## config.mk

```make
export PLATFORM = sky130hd
export DESIGN_NAME = camac_cycle_sequencer
export DESIGN_NICKNAME = d
export VERILOG_FILES = /design/src/rtl/camac_cycle_sequencer.sv
export SDC_FILE = /design/constraint.sdc
export NUM_CORES = 1
export LEC_CHECK = 0
export ABC_AREA = 1
export CAP_MARGIN = 0
export CORE_MARGIN = 2
export CORE_UTILIZATION = 45
export DETAILED_ROUTE_END_ITERATION = 12
export PLACE_DENSITY_LB_ADDON = 0.12
export SYNTH_ARGS = -nofsm -noshare
export SYNTH_HDL_FRONTEND = slang
export SYNTH_SLANG_ARGS = --single-unit
```

## constraint.sdc

```tcl
create_clock -name clk -period 1.5 [get_ports clk]
set_clock_uncertainty 0.15 [all_clocks]
set_input_delay 0.15 -clock clk [delete_from_list [all_inputs] [get_ports clk]]
set_output_delay 0.15 -clock clk [all_outputs]
set_load 0.02 [all_outputs]
```

## src/rtl/camac_cycle_sequencer.sv

```systemverilog
// ISA-to-CAMAC dataway cycle sequencer with programmable strobe timing, timeout and abort.
// Optional CAMAC_SEQ_SYNC_INPUTS_EN adds 2-flop synchronisers on sel, tim and cx1.
module camac_cycle_sequencer #(
    parameter int unsigned ADDR_WIDTH     = 2,
    parameter int unsigned C1_CYCLES      = 4,
    parameter int unsigned GAP_CYCLES     = 2,
    parameter int unsigned C2_CYCLES      = 4,
    parameter int unsigned TIMEOUT_CYCLES = 16
) (
    input  logic                       clk,
    input  logic                       reset,
    input  logic [ADDR_WIDTH-1:0]      a,
    input  logic                       w,
    input  logic                       sel,
    input  logic                       tim,
    input  logic                       ie,
    input  logic                       cx1,
    output logic                       rdy,
    output logic                       c1,
    output logic                       c2,
    output logic                       sel2,
    output logic [(2**ADDR_WIDTH)-1:0] x,
    output logic                       xr,
    output logic                       irq,
    output logic                       err
);
    localparam int unsigned XW    = 2 ** ADDR_WIDTH;
    localparam int unsigned MAX_A = (C1_CYCLES > GAP_CYCLES) ? C1_CYCLES : GAP_CYCLES;
    localparam int unsigned MAX_B = (C2_CYCLES > TIMEOUT_CYCLES) ? C2_CYCLES : TIMEOUT_CYCLES;
    localparam int unsigned MAX_C = (MAX_A > MAX_B) ? MAX_A : MAX_B;
    localparam int unsigned CNT_W = $clog2(MAX_C + 1);

    localparam logic [CNT_W-1:0] C1_LD  = CNT_W'(C1_CYCLES);
    localparam logic [CNT_W-1:0] GAP_LD = CNT_W'(GAP_CYCLES);
    localparam logic [CNT_W-1:0] C2_LD  = CNT_W'(C2_CYCLES);
    localparam logic [CNT_W-1:0] TO_LD  = CNT_W'(TIMEOUT_CYCLES);
    localparam logic [CNT_W-1:0] ONE    = CNT_W'(1);

    typedef enum logic [2:0] {
        IDLE, WAIT_DW, STROBE1, GAP, STROBE2, DONE, ERR
    } state_t;

    state_t                 state, state_n;
    logic [CNT_W-1:0]       cnt, cnt_n;
    logic [ADDR_WIDTH-1:0]  a_lat, a_n;
    logic                   w_lat, w_n;
    logic                   sel_s, tim_s, cx1_s;
    logic                   start;
    logic                   rdy_n, c1_n, c2_n, sel2_n, xr_n, irq_n, err_n;
    logic [XW-1:0]          x_n;

`ifdef CAMAC_SEQ_SYNC_INPUTS_EN
    logic [1:0] sel_q, tim_q, cx1_q;

    always_ff @(posedge clk) begin
        if (reset) begin
            sel_q <= '1;
            tim_q <= '0;
            cx1_q <= '0;
        end else begin
            sel_q <= {sel_q[0], sel};
            tim_q <= {tim_q[0], tim};
            cx1_q <= {cx1_q[0], cx1};
        end
    end

    assign sel_s = sel_q[1];
    assign tim_s = tim_q[1];
    assign cx1_s = cx1_q[1];
`else
    assign sel_s = sel;
    assign tim_s = tim;
    assign cx1_s = cx1;
`endif

    function automatic logic [XW-1:0] onehot(input logic [ADDR_WIDTH-1:0] v);
        onehot    = '0;
        onehot[v] = 1'b1;
    endfunction

    always_ff @(posedge clk) begin
        if (reset) begin
            state <= IDLE;
            cnt   <= '0;
            a_lat <= '0;
            w_lat <= 1'b0;
            rdy   <= 1'b1;
            c1    <= 1'b0;
            c2    <= 1'b0;
            sel2  <= 1'b0;
            x     <= '0;
            xr    <= 1'b0;
            irq   <= 1'b0;
            err   <= 1'b0;
        end else begin
            state <= state_n;
            cnt   <= cnt_n;
            a_lat <= a_n;
            w_lat <= w_n;
            rdy   <= rdy_n;
            c1    <= c1_n;
            c2    <= c2_n;
            sel2  <= sel2_n;
            x     <= x_n;
            xr    <= xr_n;
            irq   <= irq_n;
            err   <= err_n;
        end
    end

    // Abort via sel is honoured only before c1 rises; strobe states ignore sel.
    always_comb begin
        state_n = state;
        cnt_n   = cnt;
        case (state)
            IDLE: begin
                if (!sel_s) begin
                    state_n = WAIT_DW;
                    cnt_n   = TO_LD;
                end
            end
            WAIT_DW: begin
                if (sel_s) begin
                    state_n = IDLE;
                end else if (tim_s) begin
                    state_n = STROBE1;
                    cnt_n   = C1_LD;
                end else if (cnt <= ONE) begin
                    state_n = ERR;
                    cnt_n   = '0;
                end else begin
                    cnt_n = cnt - ONE;
                end
            end
            STROBE1: begin
                if (cnt <= ONE) begin
                    state_n = GAP;
                    cnt_n   = GAP_LD;
                end else begin
                    cnt_n = cnt - ONE;
                end
            end
            GAP: begin
                if (cnt <= ONE) begin
                    if (w_lat) begin
                        state_n = STROBE2;
                        cnt_n   = C2_LD;
                    end else begin
                        state_n = DONE;
                        cnt_n   = '0;
                    end
                end else begin
                    cnt_n = cnt - ONE;
                end
            end
            STROBE2: begin
                if (cnt <= ONE) begin
                    state_n = DONE;
                    cnt_n   = '0;
                end else begin
                    cnt_n = cnt - ONE;
                end
            end
            DONE, ERR: begin
                if (sel_s) state_n = IDLE;
            end
            default: state_n = IDLE;
        endcase
    end

    // Outputs are registered from the next state so they change on the same edge as the state.
    always_comb begin
        start  = (state == IDLE) && (state_n == WAIT_DW);
        a_n    = start ? a : a_lat;
        w_n    = start ? w : w_lat;
        rdy_n  = (state_n == IDLE) || (state_n == DONE) || (state_n == ERR);
        c1_n   = (state_n == STROBE1);
        c2_n   = (state_n == STROBE2);
        sel2_n = (state_n != IDLE);
        x_n    = sel2_n ? onehot(a_n) : '0;
        xr_n   = (state == STROBE1 && state_n == GAP) ? cx1_s : xr;
        if (start)
            irq_n = 1'b0;
        else if (state_n == DONE && state != DONE)
            irq_n = ie & xr_n;
        else
            irq_n = irq & ie;
        if (start)
            err_n = 1'b0;
        else if (state_n == ERR)
            err_n = 1'b1;
        else
            err_n = err;
    end
endmodule

```

==> flow_metrics.py <==
metrics = {
    "run_status": {
        "status": "finished with violations",
        "violations": "negative setup slack",
    },
    "global_routing": {
        "grt_max_degree": 14,
        "grt_overflow": 0,
        "grt_pass1_wl_mm": 4.698,
        "grtUsageTotal_pct": 21.82,
        "antenna_found_initial": 0,
        "grt_pass1_vias": 1134,
    },
    "yosys": {
        "yosysWarnings": 0,
        "synthCells": 165,
        "netlist_area_um2": 1170,
        "synth_nets": 176,
        "ys_ff_latch": 22,
        "ys_types": 30,
        "seq_area_frac_synth_pct": 37.65,
        "syn_avg_cell_area_um2": 7.090,
    },
    "die": {
        "die_area_um2": 3023,
        "initial_core_util_pct": 47.22,
        "row_count": 18,
        "core_um2": 2477,
        "dieHeight_um": 54.99,
        "die_w_um": 54.99,
        "num_io_pins": 20,
    },
    "cells_and_area": {
        "n_antenna_cell": 0,
        "nFillCells": 194,
        "fin_nets": 239,
        "layout-drive-gt1-share_pct": 46.26,
        "area_delta_synth_final_pct": 61.07,
        "fin_util_pct": 76.06,
    },
    "routing": {
        "initialDrtViolationCount": 8,
        "wl_per_cell_um": 11.87,
        "via_per_inst": 4.899,
        "wl_mm": 3.050,
        "ant_nets": 0,
        "drc": 0,
        "firstDrtPassIters": 6,
        "vias": 1259,
    },
    "setup_path": {
        "path_max_fanout": 6,
        "arrival_ns": 1.73,
        "cp.required_ns": 1.59,
        "worstSetupStartpointType": "flop",
        "crit_type": "flop to flop",
        "cp-end-kind": "flop",
    },
    "placement": {
        "place_ws_ns": -0.2739,
        "gp_congestion": 0.9182,
        "io_buffers": 19,
        "place_hpwl_mm": 2.224,
    },
    "cts": {
        "clockBufferDepth": 2,
        "cts_made_buffers": 3,
        "cts_root_buffer": "clkbuf_4",
        "clock_sinks": 22,
        "cts_tree": "yes",
        "insertion_delay_ns": 0.31,
        "htreeDepth": 1,
        "clk_pin_slew_ns": 0.14,
    },
    "pwr": {
        "report.power.total_w": 0.002135,
        "vdd_drop_max_mv": 0.8084,
        "p_leak_nw": 0.9397,
        "power.density_nw_per_um2": 1133,
    },
    "sta": {
        "layout_setup_ws_ns": -0.1434,
        "finalHoldViolCount": 0,
        "tightest_slew_ns": 0.2560,
        "max_slew_margin_pct": 82.89,
        "setup_viol": 14,
        "report.final.slew_viol_count": 0,
        "max_freq_mhz": 608.5,
        "period_minus_slack_ns": 1.643,
        "rsz0062_at_grt": "true",
        "fin_crit_sh_pct": 109.6,
    },
    "min_path": {
        "hold_class": "input pin to flop",
    },
    "job": {
        "drv_cap": 0,
    },
}
[cells in the mapped netlist]
| library cell | instances | share of area (%) |
|---|---|---|
| a21oi_1 | 9 | 3.8 |
| a21oi_2 | 1 | 0.75 |
| a221oi_1 | 1 | 0.75 |
| buf_2 | 1 | 0.43 |
| buf_4 | 1 | 0.64 |
| buf_6 | 1 | 0.96 |
| clkinv_1 | 1 | 0.32 |
| dfxtp_1 | 22 | 38 |
| ha_1 | 2 | 2.1 |
| inv_1 | 22 | 7.1 |
| inv_2 | 9 | 2.9 |
| inv_4 | 1 | 0.54 |
| nand2_1 | 33 | 11 |
| nand2_2 | 5 | 2.7 |
| nand2_4 | 1 | 0.96 |
| nand3_1 | 9 | 3.8 |
| nand3_4 | 1 | 1.5 |
| nand4_1 | 4 | 2.1 |
| nor2_1 | 16 | 5.1 |
| nor2_2 | 3 | 1.6 |
| nor2_4 | 3 | 2.9 |
| nor3_1 | 2 | 0.86 |
| o211ai_2 | 2 | 2.1 |
| o21a_1 | 2 | 1.3 |
| o21ai_0 | 5 | 2.1 |
| o21ai_1 | 4 | 1.7 |
| o21ai_2 | 1 | 0.75 |
| o22ai_1 | 1 | 0.54 |
| or2_2 | 1 | 0.54 |
| xor2_1 | 1 | 0.75 |
[repair_timing]
action	4_1_cts	5_1_grt
setup endpoints to repair	31	20
resized for setup	25	19
pin swaps	8	6
setup buffers	4	4
hold buffers	0	0
[cell type report]
type | count | area (um^2) | share of cell area [%]
Multi-Input combinational cell | 107 | 715.7 | 37.98
Timing Repair Buffer | 61 | 495.5 | 26.29
Sequential cell | 22 | 451.7 | 23.97
Inverter | 33 | 131.4 | 6.972
Tap cell | 30 | 37.54 | 1.992
Clock inverter | 1 | 30.03 | 1.594
Clock buffer | 3 | 22.52 | 1.195
[power breakdown]
group / internal (W) / leakage (nW) / switching (W)
registers: 0.000662 / 0.183 / 0.0000504
clock network: 0.000270 / 0.0279 / 0.000188
logic: 0.000450 / 0.728 / 0.000513
[critical path, stage by stage (launching register included)]
cell     delay, ns
dfxtp_2       0.36
inv_4         0.07
ha_4          0.12
inv_2         0.04
nand2_4       0.08
nand2_8       0.07
inv_4         0.06
nor2_2        0.04
nor2_2        0.14
nand2_4       0.09
buf_4         0.15
buf_4         0.12
nor3_2        0.09
[final timing paths]
path | cells after the start | end | start | slack [ns]
setup / recovery | 12 | c2$_SDFF_PP0_ | cnt[1]$_SDFFE_PP0P_ | -0.14
setup reg to reg | 12 | c2$_SDFF_PP0_ | cnt[1]$_SDFFE_PP0P_ | -0.14
hold reg to reg | 2 | err$_SDFFE_PP0N_ | err$_SDFFE_PP0N_ | 0.31
hold / removal | 5 | irq$_SDFF_PP0_ | ie | 0.30
[cell usage in the layout (no fill, tap or decap), drive strengths merged]
cell / synthesis / routed
a21oi: 10 / 10
a221oi: 1 / 1
buf: 3 / 42
bufinv: 0 / 1
clkbuf: 0 / 3
clkdlybuf4s50: 0 / 8
clkinv: 1 / 1
dfxtp: 22 / 22
dlygate4sd2: 0 / 11
ha: 2 / 2
inv: 32 / 32
nand2: 39 / 39
nand3: 10 / 10
nand4: 4 / 4
nor2: 22 / 22
nor3: 2 / 2
o211ai: 2 / 2
o21a: 2 / 2
o21ai: 10 / 10
o22ai: 1 / 1
or2: 1 / 1
xor2: 1 / 1
[kinds of logic after synthesis]
group	count (synthesis)	synth area share, %
simple gates	78	32.73
buf+inv	36	12.83
compound gates	26	13.90
flops	22	37.65
fa+ha+maj	2	2.139
xor+xnor	1	0.7488
[through the flow]
| stage | hold WS, ns | cell area (um^2) | instances | setup TNS (ns) |
|---|---|---|---|---|
| CTS | 0.2975 | 1788 | 253 | -1.199 |
| floorplan | 0.1902 | 1220 | 165 | -0.1503 |
| global placement | 0.2920 | 1679 | 245 | -2.744 |
| detailed placement | 0.2913 | 1679 | 245 | -3.636 |
| global route | 0.3289 | 1884 | 257 | -3.014 |
| finish | 0.2967 | 1884 | 257 | -1.228 |
[registers in the layout, summed over array words and instances, names as in the netlist]
name and count:
rdy 1, x 4, cnt 5, xr 1, state 3, c2 1
sel2 1, err 1, irq 1, w_lat 1, a_lat 2, c1 1
[routing by layer]
layer	vias to the layer above	wire length, um	global-route usage (%)
li1	647	-	-
met1	563	1247	24.50
met2	35	1515	38.29
met3	14	177	5.376
met4	0	109	10.57
met5	-	0	0
(Power assumes the default switching activity.)
